$ cat src/rtl/dac_pkg.sv
// Shared types and constants for the DAC playback path.
package dac_pkg;

    localparam int unsigned SAMPLES_PER_WORD = 8;
    localparam int unsigned SAMPLE_W         = 16;
    localparam int unsigned WORD_W           = SAMPLES_PER_WORD * SAMPLE_W;
    localparam int unsigned IDX_W            = $clog2(SAMPLES_PER_WORD);

    localparam logic [SAMPLE_W-1:0] IDLE_CODE_DEFAULT = 16'h8000;

    typedef logic [SAMPLE_W-1:0] sample_t;
    typedef logic [WORD_W-1:0]   word_t;

    typedef enum logic [1:0] {
        IDLE  = 2'd0,
        PRIME = 2'd1,
        PLAY  = 2'd2,
        DRAIN = 2'd3
    } state_e;

    // Oldest sample sits in the top slice of a word.
    function automatic sample_t first_sample(input word_t w);
        return w[WORD_W-1 -: SAMPLE_W];
    endfunction

endpackage

$ cat src/rtl/word_fifo_sync.sv
// Single-clock word FIFO with registered level/full/empty and a one-clock flush.
module word_fifo_sync #(
    parameter int unsigned DEPTH = 4,
    parameter int unsigned W     = 128
) (
    input  logic                     clk,
    input  logic                     rst_n,
    input  logic                     push,
    input  logic                     pop,
    input  logic                     flush,
    input  logic [W-1:0]             wr_data,
    output logic [W-1:0]             rd_data_c,
    output logic                     full,
    output logic                     empty,
    output logic [$clog2(DEPTH):0]   level
);

    localparam int unsigned PTR_W = $clog2(DEPTH);
    localparam int unsigned LVL_W = PTR_W + 1;

    logic [W-1:0]     mem [DEPTH];
    logic [PTR_W-1:0] wr_ptr_q;
    logic [PTR_W-1:0] rd_ptr_q;
    logic [LVL_W-1:0] level_d;
    logic             do_push;
    logic             do_pop;

    assign do_push   = push && !full;
    assign do_pop    = pop && !empty;
    assign rd_data_c = mem[rd_ptr_q];

    always_comb begin
        level_d = level;
        if (flush) begin
            level_d = '0;
        end else if (do_push && !do_pop) begin
            level_d = level + LVL_W'(1);
        end else if (do_pop && !do_push) begin
            level_d = level - LVL_W'(1);
        end
    end

    always_ff @(posedge clk or negedge rst_n) begin
        if (!rst_n) begin
            wr_ptr_q <= '0;
            rd_ptr_q <= '0;
            level    <= '0;
            full     <= 1'b0;
            empty    <= 1'b1;
        end else begin
            if (flush) begin
                wr_ptr_q <= '0;
                rd_ptr_q <= '0;
            end else begin
                if (do_push) wr_ptr_q <= wr_ptr_q + PTR_W'(1);
                if (do_pop)  rd_ptr_q <= rd_ptr_q + PTR_W'(1);
            end
            level <= level_d;
            full  <= (level_d == LVL_W'(DEPTH));
            empty <= (level_d == '0);
        end
    end

    // Storage carries no reset; validity is tracked by the pointers.
    always_ff @(posedge clk) begin
        if (do_push && !flush) mem[wr_ptr_q] <= wr_data;
    end

endmodule

$ cat src/rtl/dac_word_unpacker.sv
// Buffers 128-bit sample words and plays one 16-bit sample per rate slot to the DAC.
module dac_word_unpacker
    import dac_pkg::*;
#(
    parameter int unsigned   FIFO_DEPTH  = 4,
    parameter int unsigned   PRIME_WORDS = 2,
    parameter logic [15:0]   IDLE_CODE   = IDLE_CODE_DEFAULT
) (
    input  logic                          clk,
    input  logic                          rst_n,
    input  logic [127:0]                  word_data,
    input  logic                          word_valid,
    output logic                          word_ready,
    input  logic                          play_en,
    input  logic [7:0]                    rate_div,
    output logic [15:0]                   dac_data,
    output logic                          dac_data_vld,
    output logic                          underflow,
    output logic                          busy,
    output logic [$clog2(FIFO_DEPTH):0]   fifo_level
);

    localparam int unsigned LVL_W = $clog2(FIFO_DEPTH) + 1;
    localparam logic [IDX_W-1:0] LAST_IDX = IDX_W'(SAMPLES_PER_WORD - 1);

    state_e           state_q, state_d;
    logic [7:0]       cnt_q, cnt_d;
    logic [7:0]       rate_q, rate_d;
    logic [IDX_W-1:0] idx_q, idx_d;
    word_t            shreg_q, shreg_d;
    logic             need_word_q, need_word_d;
    sample_t          dac_d;
    logic             vld_d;
    logic             underflow_d;

    logic             fifo_pop_c;
    logic             fifo_flush_c;
    word_t            fifo_head_c;
    logic             fifo_full;
    logic             fifo_empty;
    logic             slot_c;

    word_fifo_sync #(
        .DEPTH (FIFO_DEPTH),
        .W     (WORD_W)
    ) u_fifo (
        .clk       (clk),
        .rst_n     (rst_n),
        .push      (word_valid),
        .pop       (fifo_pop_c),
        .flush     (fifo_flush_c),
        .wr_data   (word_data),
        .rd_data_c (fifo_head_c),
        .full      (fifo_full),
        .empty     (fifo_empty),
        .level     (fifo_level)
    );

    assign word_ready = !fifo_full;
    assign slot_c     = (state_q != IDLE) && (cnt_q == rate_q);

    always_comb begin
        state_d      = state_q;
        cnt_d        = cnt_q;
        rate_d       = rate_q;
        idx_d        = idx_q;
        shreg_d      = shreg_q;
        need_word_d  = need_word_q;
        dac_d        = dac_data;
        vld_d        = 1'b0;
        underflow_d  = underflow;
        fifo_pop_c   = 1'b0;
        fifo_flush_c = 1'b0;

        // rate_div is only taken on slot boundaries so a slot never stretches mid-count
        if (state_q == IDLE || slot_c) begin
            cnt_d  = '0;
            rate_d = rate_div;
        end else begin
            cnt_d = cnt_q + 8'd1;
        end

        case (state_q)
            IDLE: begin
                dac_d = IDLE_CODE;
                if (play_en) begin
                    state_d     = PRIME;
                    underflow_d = 1'b0;
                end
            end
            PRIME: begin
                if (!play_en) begin
                    state_d = IDLE;
                end else if (fifo_level >= LVL_W'(PRIME_WORDS)) begin
                    state_d     = PLAY;
                    shreg_d     = fifo_head_c;
                    fifo_pop_c  = 1'b1;
                    idx_d       = '0;
                    need_word_d = 1'b0;
                    cnt_d       = '0;
                    rate_d      = rate_div;
                end
            end
            PLAY: begin
                if (!play_en) state_d = DRAIN;
            end
            DRAIN: begin
                if (play_en) begin
                    state_d = PLAY;
                end else if (need_word_q) begin
                    fifo_flush_c = 1'b1;
                    dac_d        = IDLE_CODE;
                    state_d      = IDLE;
                end
            end
            default: state_d = IDLE;
        endcase

        // New words are only fetched while playback is still requested.
        if (slot_c && (state_q == PLAY || state_q == DRAIN)) begin
            if (!need_word_q) begin
                dac_d = first_sample(shreg_q);
                vld_d = 1'b1;
                if (idx_q == LAST_IDX) begin
                    idx_d = '0;
                    if (play_en && !fifo_empty) begin
                        shreg_d    = fifo_head_c;
                        fifo_pop_c = 1'b1;
                    end else begin
                        need_word_d = 1'b1;
                    end
                end else begin
                    idx_d   = idx_q + IDX_W'(1);
                    shreg_d = shreg_q << SAMPLE_W;
                end
            end else if (play_en && !fifo_empty) begin
                dac_d       = first_sample(fifo_head_c);
                vld_d       = 1'b1;
                shreg_d     = fifo_head_c << SAMPLE_W;
                idx_d       = IDX_W'(1);
                fifo_pop_c  = 1'b1;
                need_word_d = 1'b0;
            end else if (state_q == PLAY) begin
                dac_d       = IDLE_CODE;
                underflow_d = 1'b1;
            end
        end
    end

    always_ff @(posedge clk or negedge rst_n) begin
        if (!rst_n) begin
            state_q      <= IDLE;
            cnt_q        <= '0;
            rate_q       <= '0;
            idx_q        <= '0;
            shreg_q      <= '0;
            need_word_q  <= 1'b1;
            dac_data     <= IDLE_CODE;
            dac_data_vld <= 1'b0;
            underflow    <= 1'b0;
            busy         <= 1'b0;
        end else begin
            state_q      <= state_d;
            cnt_q        <= cnt_d;
            rate_q       <= rate_d;
            idx_q        <= idx_d;
            shreg_q      <= shreg_d;
            need_word_q  <= need_word_d;
            dac_data     <= dac_d;
            dac_data_vld <= vld_d;
            underflow    <= underflow_d;
            busy         <= (state_d != IDLE);
        end
    end

endmodule

$ cat config.mk
export PLATFORM = sky130hd
export DESIGN_NAME = dac_word_unpacker
export DESIGN_NICKNAME = d
export VERILOG_FILES = /design/src/rtl/dac_pkg.sv /design/src/rtl/word_fifo_sync.sv /design/src/rtl/dac_word_unpacker.sv
export SDC_FILE = /design/constraint.sdc
export NUM_CORES = 1
export LEC_CHECK = 0
export ABC_AREA = 1
export BUFFER_PORTS_ARGS = -buffer_cell sky130_fd_sc_hd__buf_2
export CAP_MARGIN = 20
export CORE_UTILIZATION = 53
export DETAILED_ROUTE_END_ITERATION = 8
export PLACE_DENSITY = 0.81
export SLEW_MARGIN = 20
export SYNTH_ARGS = -nofsm -noshare
export SYNTH_HDL_FRONTEND = slang
export SYNTH_HIERARCHICAL = 1
export SYNTH_SLANG_ARGS = --single-unit
$ cat constraint.sdc
create_clock -name clk -period 9.6 [get_ports clk]
set_clock_uncertainty 0.05 [all_clocks]
set_input_delay 0.96 -clock clk [delete_from_list [all_inputs] [get_ports clk]]
set_output_delay 0.96 -clock clk [all_outputs]
set_load 0.005 [all_outputs]
==> summary by stage <==
Die
The core area is 0.0577 sq mm. The site row count is 88. The die covers 0.0594 sq mm. The vertical die dimension is 244 microns. The width of the die is 244 microns. For this configuration, the core starts out at a cell density of 53.7%.

The number of top-level design ports is 163.

Setup path
The register-to-register setup slack is 5680 ps. The largest delay contributor family on the critical path is buffers and inverters. Data arrives at the worst endpoint at 4420 ps. The delay of the slowest critical-path stage is 730 ps. The signal on the critical path passes through inv_1 -> ha_1 -> nand2_1 -> a21oi_4 -> buf_4 -> clkinv_2 -> buf_4 -> nand2_1 -> inv_1 -> nor2_1 -> nand2_1 -> nand2_1 -> nand2_1 -> nand3_1 -> nand2_1 -> nor2_1. The critical path required time is 10100 ps. The end of the worst register-to-register path is u_fifo/full$_DFF_PN0_. The slowest library cell on the worst path is clkinv_2.

In this design, the critical path's most frequently occurring cell is nand2_1. The combined buffer and inverter count along the critical path is 5. The depth of the most critical reg-to-reg path is 16. The maximum fanout along the worst path is 75. The critical path startpoint category is a register.

By startpoint and endpoint, the worst setup path is classified as register to register. The element type at the critical path end is a register. In this run the critical register-to-register path is launched from state_q[1]$_DFF_PN0_.

Placement
The congestion estimate from routability-driven global placement came to 0.871. The cell area reported after detailed placement is 0.0319 sq mm. The number of I/O port buffers is 162. The HPWL reported at the end of detailed placement is 46200 microns. At the placement stage, the worst setup path has a slack of 5430 ps. The number of placed instances, taps included is 3904.

Route
In the routed design, unresolved DRC markers number 0. The detail-routed net length per standard cell is 19.5 microns. The number of detailed-routing iterations run before antenna repair is 7.

Dividing the detail-routed via count by the number of cells gives 5.86. The first routing iteration left 3032 violations. The via count of the routed design is 23683. The final antenna-violating net count is 0. The routed design has 78900 microns of wire.

Synth
The register bit count reported by yosys is 690. In this run the cell area of the synthesized design comes to 0.0310 sq mm. After synthesis, the largest area contributor takes up 49.6% of total cell area. The fraction of registers with async set or reset after synthesis is 25.8%.

The library cell occupying the most area in the post-synthesis netlist is edfxtp_1. Averaged over all synthesized cells, the footprint is 9.77 sq um. The total of warnings raised by yosys is 6. The total nets after synthesis is 3323. The synthesized design contains 512 enable-type register cells. Of the synthesized area, sequential elements account for 64.0%. For this run, the leading register cell type out of synthesis is edfxtp_1. Yosys attributes the largest share of cell area to edfxtp_1, dfrtp_1, nand2_1. The number of standard cells after synthesis is 3170. The synthesized netlist contains 39 unique library cells.

GRT
Entering global routing, the biggest net connects 139 pins. The number of antenna violations at the first check in global routing is 6. The global-route wire length before repair is 122000 microns. Global routing finished with a remaining overflow of 0. The overall track demand over capacity in global routing is 26.2%. The number of global-route vias before repair is 22262.

Timing
The achievable clock frequency is 255 MHz. Setup repair after global routing left no endpoint under its margin. The number of max-slew violations in the final report is 0.

The actual slew at the worst max-slew pin is 1050 ps. The number of setup violations in the final report is 0. In the final timing run, aggregate negative setup slack is 0 ps. The minimum period implied by the final worst setup slack is 3920 ps. The final hold slack is 266 ps. The hold violation total from the final report came to 0.

Headroom to the max-slew limit came out at 29.8%. The post-layout worst setup margin is 5680 ps. After layout, the worst path uses 40.9% of the clock period.

CTS
In this run the clock root is driven by a clkbuf_16. The H-tree generated during clock tree synthesis spans 3 levels. The CTS tree is built. After clock tree synthesis, the setup repair step added 0 buffers. Clock-pin slew was measured on the worst setup and hold paths at 60 ps. The total of cells resized after clock tree synthesis is 0. The number of hold buffers added after CTS is 0. The number of buffers on the longest clock path is 3.

The number of buffers added by the clock tree synthesis step is 72. The later-pin clock latency in the skew report is 620 ps. Clock tree synthesis found a total of 690 sinks.

Power
In this run the static leakage power is 13.5 nW. VDD sags by at most 0.190 mV. The overall power after layout is 10.8 mW.

Dividing total power by cell area gives a power density of 314 mW/mm^2.

Layout
Cells with a size suffix above 1 make up 9.91% of the layout. The final-stage net count is 3366. The filler cell count in the final layout is 4646. The post-layout utilization of the core is 59.4%.

The area growth from synthesis to layout is 10.7%. Excluding fillers, the count of instances in the completed layout stands at 4039. Once layout is done, the placed cells without fillers occupy 0.0343 sq mm.

Run status
The run finished with clean final reports.

Run
Max-cap violations in this run came to 0.

Hold path
The min-delay analysis places its worst path in the category input pin to async pin.
==> synthesized netlist by cell type (5+ instances only) <==
| master | n |
|---|---|
| nand2_1 | 908 |
| edfxtp_1 | 512 |
| o21ai_0 | 371 |
| nor2_1 | 281 |
| dfrtp_1 | 175 |
| o21ai_1 | 166 |
| nand3_1 | 140 |
| o22ai_1 | 128 |
| a21oi_1 | 117 |
| clkbuf_1 | 100 |
| inv_1 | 95 |
| buf_2 | 81 |
| buf_6 | 18 |
| buf_1 | 13 |
| ha_1 | 13 |
| inv_2 | 8 |
| buf_4 | 6 |
| nand4_1 | 5 |
==> worst max-delay path by stage <==
stage	start	endpoint	slack [ps]	cells past startpoint
floorplan	play_en	u_fifo/mem[0][0]$_DFFE_PP_	2040	7
global placement	play_en	shreg_q[5]$_DFF_PN0_	5450	12
detailed placement	play_en	shreg_q[6]$_DFF_PN0_	5430	12
CTS	u_fifo/rd_ptr_q[1]$_DFFE_PN0P_	shreg_q[63]$_DFF_PN0_	5770	8
global route	state_q[1]$_DFF_PN0_	u_fifo/full$_DFF_PN0_	5460	16
finish	state_q[1]$_DFF_PN0_	u_fifo/full$_DFF_PN0_	5680	16
==> sequential cells by signal, indices dropped and copies added, names as in the netlist, 2 cells and up <==
name,count
cnt_q,8
dac_data,16
idx_q,3
rate_q,8
shreg_q,128
state_q,2
u_fifo/level,3
u_fifo/mem,512
u_fifo/rd_ptr_q,2
u_fifo/wr_ptr_q,2
==> cell usage in the layout (no fill, tap or decap), drive strengths merged, types with 4 or more instances in the layout <==
cell,netlist,routed
a21oi,119,119
buf,120,190
bufinv,0,5
clkbuf,102,105
clkinv,1,20
dfrtp,175,175
diode,0,4
edfxtp,512,512
ha,13,13
inv,105,107
nand2,911,911
nand3,141,141
nand4,5,5
nor2,284,284
nor3,4,4
o21ai,537,537
o22ai,128,128
==> power breakdown <==
part | total, mW | leakage [nW] | switching, mW | internal [mW]
registers | 4.35 | 6.89 | 0.370 | 3.98
clock network | 2.77 | 1.15 | 1.13 | 1.64
logic | 3.65 | 5.47 | 2.58 | 1.06
==> routing by layer <==
layer | up-vias | share of wire [%] | routed length, microns | GRT usage (%)
met5 | - | 0.023 | 18 | 0
met4 | 4 | 3.7 | 2910 | 11.4
met3 | 194 | 8.7 | 6850 | 4.91
met2 | 1131 | 48 | 37800 | 42.7
met1 | 11335 | 40 | 31300 | 34.4
li1 | 11019 | - | - | -
==> kinds of logic (layout without fill, tap and decap cells) <==
| family | after synthesis | after routing | synth area share, % |
|---|---|---|---|
| compound gates | 788 | 788 | 13.3 |
| xor+xnor | 3 | 3 | 0.0849 |
| flops | 690 | 690 | 64.0 |
| fa+ha+maj | 13 | 13 | 0.525 |
| buf+inv | 328 | 428 | 4.92 |
| simple gates | 1348 | 1348 | 17.1 |
| other cells | 0 | 4 | 0 |
==> layout make-up <==
| class | count | area (sq um) | share of cell area [%] |
|---|---|---|---|
| multi-input cells | 2152 | 9660 | 28.2 |
| clock buffers | 104 | 2080 | 6.06 |
| flip-flops and latches | 690 | 19800 | 57.9 |
| inverters | 106 | 423 | 1.23 |
| clock inverters | 27 | 269 | 0.785 |
| repair buffers | 191 | 1040 | 3.03 |
| diodes | 4 | 10.0 | 0.0292 |
| well taps | 765 | 957 | 2.79 |
Power figures use the tool's default switching activity.
